[config.mk]
export PLATFORM = sky130hd
export DESIGN_NAME = bitstream_packer
export DESIGN_NICKNAME = d
export VERILOG_FILES = /design/src/rtl/bitstream_packer.sv
export SDC_FILE = /design/constraint.sdc
export NUM_CORES = 1
export LEC_CHECK = 0
export CAP_MARGIN = 15
export CORE_MARGIN = 2
export CORE_UTILIZATION = 56
export CTS_CLUSTER_DIAMETER = 80
export DETAILED_ROUTE_END_ITERATION = 6
export GPL_ROUTABILITY_DRIVEN = 0
export PLACE_DENSITY = 0.78
export SYNTH_ARGS = -nofsm -noshare
export SYNTH_HDL_FRONTEND = slang
export SYNTH_SLANG_ARGS = --single-unit
[constraint.sdc]
create_clock -name CLK_8 -period 4.05 [get_ports CLK_8]
set_input_delay 1.0125 -clock CLK_8 [delete_from_list [all_inputs] [get_ports CLK_8]]
set_output_delay 1.0125 -clock CLK_8 [all_outputs]
set_load 0.01 [all_outputs]
[src/rtl/bitstream_packer.sv]
// Packs a serial bit stream LSB-first into bytes and buffers them in a show-ahead
// byte FIFO drained by a valid/ready handshake. Flush pads and emits a partial byte.
module bitstream_packer #(
  parameter int   FIFO_DEPTH = 4,
  parameter logic PAD_BIT    = 1'b0
) (
  input  logic                          CLK_8,
  input  logic                          Reset,
  input  logic                          SB,
  input  logic                          SV,
  input  logic                          Flush,
  input  logic                          Byte_Ready,
  output logic [7:0]                    Byte_Out,
  output logic                          Byte_Valid,
  output logic [2:0]                    Bit_Count,
  output logic [$clog2(FIFO_DEPTH):0]   Fifo_Level,
  output logic                          Overflow
);

  localparam int PW = $clog2(FIFO_DEPTH);
  localparam int LW = PW + 1;
  localparam logic [LW-1:0] FULL_LEVEL = LW'(FIFO_DEPTH);

  logic [7:0]    r_acc;
  logic [2:0]    r_bit_cnt;
  logic [7:0]    r_mem [FIFO_DEPTH];
  logic [PW-1:0] r_wr_ptr;
  logic [PW-1:0] r_rd_ptr;
  logic [LW-1:0] r_level;
  logic          r_overflow;

  logic [3:0]    w_cnt_incl;
  logic [7:0]    w_acc_bit;
  logic [7:0]    w_push_byte;
  logic          w_complete;
  logic          w_flush_push;
  logic          w_push;
  logic          w_pop;
  logic          w_full;
  logic          w_write;

  // Count including this edge's bit; reaching 8 means the byte just completed.
  assign w_cnt_incl = {1'b0, r_bit_cnt} + {3'b000, SV};

  // NOTE: every always_comb output gets a default first, so no path leaves it unassigned (no latch).
  always_comb begin
    w_acc_bit = r_acc;
    if (SV) w_acc_bit[r_bit_cnt] = SB;
    w_push_byte = '0;
    for (int i = 0; i < 8; i++)
      w_push_byte[i] = (i < int'(w_cnt_incl)) ? w_acc_bit[i] : PAD_BIT;
  end

  assign w_complete   = w_cnt_incl[3];
  assign w_flush_push = Flush && !w_complete && (w_cnt_incl != 4'd0);
  assign w_push       = w_complete || w_flush_push;
  assign w_pop        = (r_level != '0) && Byte_Ready;
  assign w_full       = (r_level == FULL_LEVEL);
  // A pop on the same edge frees the slot, so a full FIFO still accepts the push.
  assign w_write      = w_push && (!w_full || w_pop);

  // NOTE: state uses non-blocking assignments so every register samples pre-edge values.
  always_ff @(posedge CLK_8) begin
    if (Reset) begin
      r_acc      <= '0;
      r_bit_cnt  <= '0;
      r_wr_ptr   <= '0;
      r_rd_ptr   <= '0;
      r_level    <= '0;
      r_overflow <= 1'b0;
    end else begin
      if (w_push) begin
        r_acc     <= '0;
        r_bit_cnt <= '0;
      end else begin
        r_acc     <= w_acc_bit;
        r_bit_cnt <= w_cnt_incl[2:0];
      end
      if (w_write) r_wr_ptr <= r_wr_ptr + PW'(1);
      if (w_pop)   r_rd_ptr <= r_rd_ptr + PW'(1);
      if (w_push && !w_write) r_overflow <= 1'b1;
      case ({w_write, w_pop})
        2'b10:   r_level <= r_level + LW'(1);
        2'b01:   r_level <= r_level - LW'(1);
        default: r_level <= r_level;
      endcase
    end
  end

  // NOTE: the storage array has no reset; occupancy gates visibility, so stale data never escapes.
  always_ff @(posedge CLK_8) begin
    if (w_write && !Reset) r_mem[r_wr_ptr] <= w_push_byte;
  end

  assign Byte_Valid = (r_level != '0);
  assign Byte_Out   = Byte_Valid ? r_mem[r_rd_ptr] : 8'h00;
  assign Bit_Count  = r_bit_cnt;
  assign Fifo_Level = r_level;
  assign Overflow   = r_overflow;

endmodule

==> results of run 1 <==
## cell usage after synthesis (all sizes together) (4+ instances only)
library cell  count  area share, %
edfxtp           32             40
nor2             23            3.6
dfxtp            21             17
and2             12            3.1
a21oi             9            1.9
mux2i             9            3.7
nand2             9            1.4
inv               8            1.2
mux4              8            7.4
o21ai             8            1.7
buf               6            1.5
clkbuf            6           0.93
ha                6            3.1
nand3             5            1.0
nand2b            4            1.0
## state kept, by name, summed over array words and instances, names as in the netlist, named ones only
register	flops
Bit_Count	3
r_rd_ptr	2
Overflow	1
r_mem	32
Fifo_Level	3
r_wr_ptr	2
r_acc	8
## stage by stage
step	util (%)	cells	instance area [µm²]	hold slack, ns	total power, µW
5_1_grt	67.2	270	2750	0.510	1420
3_3_place_gp	65.1	262	2660	0.453	1060
6_report	67.2	270	2750	0.482	1360
4_1_cts	67.2	270	2750	0.490	1370
3_5_place_dp	65.1	262	2660	0.463	1080
2_1_floorplan	-	200	2420	0.471	912
## worst max-delay path by stage
stage          from                         end  cells after the start
6_report         SV       r_mem[1][3]$_DFFE_PP_                      7
5_1_grt          SV       r_mem[1][3]$_DFFE_PP_                      7
4_1_cts          SV       r_mem[1][3]$_DFFE_PP_                      7
3_5_place_dp     SV       r_mem[1][0]$_DFFE_PP_                      7
3_3_place_gp     SV  Fifo_Level[2]$_SDFFE_PP0P_                     11
2_1_floorplan    SV  Fifo_Level[2]$_SDFFE_PP0P_                     10
## routing by layer
metal	routed length (µm)	track usage [%]	up-vias	share of wire [%]
met5	0	0	-	0
li1	-	-	766	-
met1	1980	25.9	771	43
met3	215	3.05	8	4.6
met4	76	8.55	0	1.6
met2	2360	34.1	42	51
## logic make-up (layout without fill, tap and decap cells)
logic type               after synthesis  in the layout
flip-flops                            53             53
adder cells (fa/ha/maj)                7              7
buffers and inverters                 20             40
XOR/XNOR                               4              4
AO/OA/AOI/OAI                         24             24
AND/OR/NAND/NOR                       75             75
multiplexers                          17             17
## report_power, final
group | internal (µW) | switching [µW]
Combinational | 217 | 179
Sequential | 603 | 63.4
Clock | 122 | 172
Total | 942 | 415
## cell type report
class,instances,area [µm²]
Sequential cell,53,1380
Timing Repair Buffer,24,233
Tap cell,50,62.6
Inverter,8,30.0
Clock inverter,2,15.0
Fill cell,298,1340
Multi-Input combinational cell,127,952
Clock buffer,6,72.6
## critical path: stages
cell,delay (ns)
clkdlybuf4s50_1,0.50
ha_1,0.28
ha_1,0.25
xnor2_1,0.19
o211a_1,0.33
nor3_1,0.39
and2_1,0.46
==> results.cfg, run 1 <==
[die]
die_w_um = 69.8
ios = 22
core-area_um2 = 4090
rows = 23
die_h_um = 69.8
dieArea_um2 = 4870
start_util_pct = 59.3

[power]
irDropWorstVdd_uv = 219
p_per_area_nw_per_um2 = 494
p_leak_uw = 0.000927

[timing]
worstMarginPinSlew_ns = 0.540
finClkSkew_ns = 0.00474
timing.final.ws_setup_ns = 0.602
slew_headroom_pct = 64.0
setup_tns_ns = 0
finalCriticalPeriod_ns = 3.45
period_share_pct = 85.1
rsz0062_at_grt = no
hold_violations = 0
slew_viol_final = 0
report.final.setup_viol = 0
clock.fmax_mhz = 290

[global_route]
grt_pass1_wl_mm = 7.53
grt.total_usage_pct = 20.1
grt_pass1_vias = 1535
grt_max_degree = 21
antenna_found_initial = 0
overflow = 0

[yosys]
synth_ff_type = edfxtp_1
yosys-mux-area-fraction_pct = 11.2
synth-edff-count = 32
yosys.area_share.simple_pct = 16.5
ys_ff_latch = 53
syn_inst = 200
async_flop_share_pct = 0
synth_area_per_cell_um2 = 12.1
synth_cell_types = 38
synth_xor_area_share_pct = 1.45
synth_compound_area_share_pct = 6.30
synth_top_family_by_area = simple AND/OR/NAND/NOR gates
syn_nets = 213
ys_warn_count = 0
ys_seq_area_share_pct = 57.0
synthAdderAreaFrac_pct = 3.93
synth_area_um2 = 2420

[clock_tree]
postCtsSetupBuffers = 0
clock_sinks = 53
insertion_delay_ns = 0.31
cts-root-buf = clkbuf_8
htree_levels = 2
cts_buffers = 5
cts_hold_repair.buffers = 0
clk_pin_slew_worst_paths_ns = 0.09
ctsResizeCount = 0
cts_max_path_buffers = 2
cts_tree = yes

[setup_path]
crit_path_end_kind = register
r2r_cells = 6
cp.required_ns = 4.02
reg2reg_to = r_mem[1][3]$_DFFE_PP_
worstPathMaxFanout = 8
reg2reg_slack_ns = 1.46
crit_path_start_kind = primary input
worstReg2RegStart = Bit_Count[0]$_SDFF_PP0_
arrival_ns = 3.42
path_class = primary input to register

[hold_path]
min_path_cells = 2
min_to = Overflow$_SDFFE_PP0P_
hold_path.class = register to register
hp-start = Overflow$_SDFFE_PP0P_

[routing]
drt_pass1_iterations = 5
antenna_left = 0
wl_per_cell_um = 17.1
drtIter0Drc = 127
viasPerCell = 5.88
vias = 1587
wl_mm = 4.62
drc = 0

[cells_and_area]
drive_gt1_share_pct = 9.09
diodes = 0
final_cell_mix = edfxtp_1 (32), nor2_1 (23), dfxtp_1 (21), clkdlybuf4s50_1 (21), and2_1 (12)
mostFrequentLayoutCell = edfxtp_1
nets = 232
syn_to_final_growth_pct = 13.4

[status]
status = finished, final reports clean

[place]
portBuffers = 21
hpwlAfterDp_mm = 3.31
pre_cts_ws_ns = 0.271

[flow_run]
max-cap-violations = 0
Power figures use the tool's default switching activity.
==> run 2: changes to the inputs <==
--- a/config.mk
+++ b/config.mk
@@ -5,6 +5,7 @@
 export SDC_FILE = /design/constraint.sdc
 export NUM_CORES = 1
 export LEC_CHECK = 0
+export ABC_AREA = 1
 export CAP_MARGIN = 15
 export CORE_MARGIN = 2
 export CORE_UTILIZATION = 56
==> run 2 against run 1 <==
Effect of this change: sequential cell count unchanged; die area decreased by 1.8%; power is 6.8% higher; largest cell class unchanged; largest power group unchanged; sequential share of layout area is 0.51 points higher; highest routed layer unchanged.
==> results.cfg, run 2 <==
[yosys]
synth_cell_types = 25
synth_most_common_cell = nor2_1
synthTopCellsByCount = nor2_1 (60), edfxtp_1 (32), inv_1 (30)
synth_top_cell_by_area = edfxtp_1
ys_seq_area_share_pct = 58.1
syn_inst = 246
synth_ff_type = edfxtp_1
syn_nets = 259
synth_top_area_share_pct = 40.4
async_flop_share_pct = 0
synth-edff-count = 32
ys_ff_latch = 53
ys_warn_count = 0
synth_area_um2 = 2380
synth_area_per_cell_um2 = 9.66
netlist_top_cells_area = edfxtp_1 (40%), dfxtp_1 (18%), nor2_1 (9.5%), inv_1 (4.7%), o21ai_0 (3.6%)

[power]
switchingPower_uw = 484
power.share.clock_pct = 19.9
seqPwrFrac_pct = 45.8
irDropWorstVdd_uv = 286
p_leak_uw = 0.00109
comb_power_share_pct = 34.2
finalPower_uw = 1450
p_per_area_nw_per_um2 = 533
sw_frac_of_total_pct = 33.4
internal-power_uw = 964

[cells_and_area]
final_cell_mix = nor2_1 (60), edfxtp_1 (32), inv_1 (30)
largest_reg_flops = 32
syn_to_final_growth_pct = 14.4
diodes = 0
drive_gt1_share_pct = 10.4
mostFrequentLayoutCell = nor2_1
nets = 282
top_register = r_mem
reg_top3 = r_mem x32, r_acc x8
fin_area_um2 = 2720

[timing]
report.final.setup_viol = 0
slew_headroom_pct = 57.1
hold_violations = 0
finClkSkew_ns = 0.00742
finalCriticalPeriod_ns = 3.15
timing.final.ws_setup_ns = 0.902
rsz0062_at_grt = no
period_share_pct = 77.7
setup_tns_ns = 0
hold_ws_ns = 0.481
worstMarginPinSlew_ns = 0.642
slew_viol_final = 0
clock.fmax_mhz = 318

[routing]
viasPerCell = 5.17
wl_mm = 4.15
drt_pass1_iterations = 4
drc = 0
vias = 1653
drtIter0Drc = 121
antenna_left = 0
wl_per_cell_um = 13.0

[place]
portBuffers = 21
pre_cts_ws_ns = 0.563
postPlaceCellArea_um2 = 2630
hpwlAfterDp_mm = 3.11

[setup_path]
crit_path_start_kind = register
arrival_ns = 2.14
cp.required_ns = 3.04
crit_path_end_kind = output pin
worstPathMaxFanout = 17
path_class = register to output pin

[clock_tree]
clock_sinks = 53
cts_tree = yes
htree_levels = 2
ctsResizeCount = 0
cts_max_path_buffers = 2
cts_buffers = 5
insertion_delay_ns = 0.30
clk_pin_slew_worst_paths_ns = 0.09
cts_hold_repair.buffers = 0
cts-root-buf = clkbuf_8
postCtsSetupBuffers = 0

[hold_path]
hold_path.class = register to register

[global_route]
grt.total_usage_pct = 18.6
grt_max_degree = 18
antenna_found_initial = 0
grt_pass1_wl_mm = 6.86
grt_pass1_vias = 1522
overflow = 0

[die]
dieArea_um2 = 4780
die_w_um = 69.2
rows = 23
die_h_um = 69.2
start_util_pct = 59.0
ios = 22
core-area_um2 = 4030

[status]
status = finished, final reports clean

[flow_run]
max-cap-violations = 0
## run 2: cell count changes after synthesis, sizes merged, moves of 4 or more
cell | previous run | this run
a21oi | 9 | 16
and2 | 12 | 0
buf | 6 | 2
inv | 8 | 34
mux4 | 8 | 0
nand2 | 9 | 28
nand2b | 4 | 0
nor2 | 23 | 66
o21ai | 8 | 21
## run 2: final timing paths
check | startpoint | end | slack, ns | cells after the start
setup / recovery | register | Byte_Out[6] | 0.90 | 4
hold / removal | Overflow$_SDFFE_PP0P_ | Overflow$_SDFFE_PP0P_ | 0.48 | 1
setup reg to reg | Bit_Count[0]$_SDFF_PP0_ | r_mem[2][2]$_DFFE_PP_ | 1.76 | 8
hold reg to reg | Overflow$_SDFFE_PP0P_ | Overflow$_SDFFE_PP0P_ | 0.48 | 1
## run 2: logic make-up after synthesis
kind of cell	synth area share (%)
adder cells (fa/ha/maj)	4.00
flip-flops	58.1
multiplexers	3.37
AND/OR/NAND/NOR	19.4
buffers and inverters	6.37
AO/OA/AOI/OAI	8.74
## run 2: power by group through the flow
| stage | logic [µW] | registers, µW | clock network (µW) |
|---|---|---|---|
| after floorplan | 296 | 658 | 0 |
| after global placement | 490 | 677 | 0 |
| after detailed placement | 497 | 677 | 0 |
| after CTS | 501 | 665 | 294 |
| after global routing | 548 | 672 | 317 |
| final | 496 | 664 | 288 |
## run 2: metrics by stage
step,utilization [%],std cells
final,67.5,320
after detailed placement,65.2,312
after global routing,67.5,320
after global placement,65.2,312
after floorplan,-,246
after CTS,67.5,320
## run 2: area by class of cell
cell class	count	area, µm²
inverter	34	130
fill	328	1310
sequential	53	1380
multi-input combinational	154	845
timing repair buffer	21	210
clock inverter	3	21.3
clock buffer	5	68.8
tap	50	62.6
## run 2: worst max-delay path, stage by stage (launching register included)
cell             delay [ns]
dfxtp_1                0.71
inv_2                  0.24
o21ai_0                0.30
a21oi_1                0.11
clkdlybuf4s50_1        0.48
## run 2: metal layers
metal,wire [µm],GRT usage (%),up-vias
li1,-,-,843
met1,1830,23.4,757
met2,2040,31.4,44
met3,198,3.51,9
met4,89,7.63,0
met5,0,0,-
==> run 3: changes to the inputs <==
==> constraint.sdc (replaced) <==
create_clock -name CLK_8 -period 2.9 [get_ports CLK_8]
set_input_delay 0.725 -clock CLK_8 [delete_from_list [all_inputs] [get_ports CLK_8]]
set_output_delay 0.725 -clock CLK_8 [all_outputs]
set_load 0.01 [all_outputs]
==> run 3 against run 2 <==
Effect of this change: clock power rose by 70%; hold slack worse by 0.0068 ns; largest cell class unchanged; sequential share of layout area is 1.8 points lower; critical path depth rose by 1; clock skew fell by 0.0021 ns; critical endpoint unchanged; first-iteration DRC count is 21% lower; cell count rose by 3.4%; wire length increased by 3.9%; register-to-register slack got worse by 0.90 ns; die area unchanged.
==> results.cfg, run 3 (synthesis gave the netlist of run 2 again) <==
[status]
status = finished, final reports clean

[setup_path]
worstReg2RegStart = Bit_Count[0]$_SDFF_PP0_
arrival_ns = 1.92
cp_slowest_cell = clkdlybuf4s50_1
cp.required_ns = 2.17
slowest_delay_ns = 0.56
worstPathMaxFanout = 8
crit_path_end_kind = output pin
crit_start = Fifo_Level[0]$_SDFFE_PP0P_
path_class = register to output pin
path_cells = nor2_1 > nand2_1 > inv_1 > a21oi_1 > clkdlybuf4s50_1
crit_path_start_kind = register

[place]
dp_cells = 323
hpwlAfterDp_mm = 3.20
portBuffers = 21

[routing]
antenna_left = 0
viasPerCell = 5.05
vias = 1673
drc = 0
drt_pass1_iterations = 5
wl_per_cell_um = 13.0
wl_mm = 4.31
drtIter0Drc = 96

[power]
p_per_area_nw_per_um2 = 755
p_leak_uw = 0.00116
irDropWorstVdd_uv = 434
finalPower_uw = 2130

[global_route]
grt_max_degree = 18
grt_util_met2_pct = 34.1
grt_pass1_wl_mm = 7.11
overflow = 0
met3_usage_pct = 3.07
antenna_found_initial = 0
grt-busiest-layer = met2
grt_pass1_vias = 1558
met1_usage_pct = 22.8
grt.total_usage_pct = 19.4

[cells_and_area]
reg_top3 = r_mem x32, r_acc x8
syn_to_final_growth_pct = 18.8
final_cell_mix = nor2_1 (60), edfxtp_1 (32), inv_1 (30)
top_register = r_mem
largest_reg_flops = 32
mostFrequentLayoutCell = nor2_1
drive_gt1_share_pct = 13.9
diodes = 0
finalNonFillerCells = 331
nets = 293

[timing]
slew_headroom_pct = 64.3
finalCriticalPeriod_ns = 2.65
period_share_pct = 91.3
clock.fmax_mhz = 378
rsz0062_at_grt = no
slew_viol_final = 0
worstMarginPinSlew_ns = 0.535
hold_ws_ns = 0.474
finClkSkew_ns = 0.00536
hold_violations = 0
report.final.setup_viol = 0

[die]
rows = 23
start_util_pct = 59.0
ios = 22
core-area_um2 = 4030
die_w_um = 69.2
dieArea_um2 = 4780
die_h_um = 69.2

[clock_tree]
cts_tree = yes
cts_hold_repair.buffers = 0
clk_pin_slew_worst_paths_ns = 0.09
postCtsSetupBuffers = 0
cts_buffers = 5
clock_sinks = 53
ctsResizeCount = 0
cts-root-buf = clkbuf_8
htree_levels = 2
cts_max_path_buffers = 2
insertion_delay_ns = 0.30

[hold_path]
hold_path.class = register to register
hp-start = r_rd_ptr[1]$_SDFFE_PP0P_

[flow_run]
max-cap-violations = 0
## run 3: changes by cell type in the layout (fill, tap and decap cells not counted)
cell	delta
clkinv_2	-1
buf_4	+11
clkbuf_1	+1
clkinvlp_4	-1
inv_6	-1
bufinv_16	+1
clkinv_4	+1
dfxtp_1	-1
dfxtp_2	+1
## run 3: cell type report
class | count | area, µm²
inverter | 34 | 130
timing repair buffer | 32 | 293
sequential | 53 | 1380
tap | 50 | 62.6
fill | 320 | 1200
multi-input combinational | 154 | 845
clock inverter | 2 | 38.8
clock buffer | 6 | 72.6
## run 3: per-layer routing
metal / share of wire, % / up-vias
li1: - / 868
met1: 41 / 753
met2: 52 / 41
met3: 4.1 / 11
met4: 3.0 / 0
met5: 0 / -
## run 3: where the power goes
group | switching (µW) | total, µW | leakage [µW] | internal, µW
logic | 398 | 736 | 0.000655 | 338
clock network | 232 | 491 | 0.0000554 | 259
registers | 49.6 | 904 | 0.000446 | 854
total | 679 | 2130 | 0.00116 | 1450
## run 3: stage by stage
| stage | area, µm² | util (%) | TNS, ns | setup slack (ns) |
|---|---|---|---|---|
| after floorplan | 2380 | - | 0 | 0.419 |
| after global placement | 2710 | 67.3 | 0 | 0.0487 |
| after detailed placement | 2710 | 67.3 | -0.0179 | -0.0179 |
| after CTS | 2820 | 70.1 | 0 | 0.133 |
| after global routing | 2820 | 70.1 | 0 | 0.126 |
| final | 2820 | 70.1 | 0 | 0.253 |
## run 3: worst paths after layout
kind                                              endpoint  slack, ns  cells past startpoint
worst min register to register                    register       0.47                      2
worst min-delay path                              register       0.47                      2
worst max register to register  Fifo_Level[1]$_SDFFE_PP0P_       0.86                     10
worst max-delay path                           Byte_Out[6]       0.25                      5
## run 3: worst max-delay path: cells and delay by family, from the launching register on
family / cells / cell delay (ns)
AO/OA/AOI/OAI: 1 / 0.21
buffers and inverters: 2 / 0.73
AND/OR/NAND/NOR: 2 / 0.25
flip-flops: 1 / 0.42
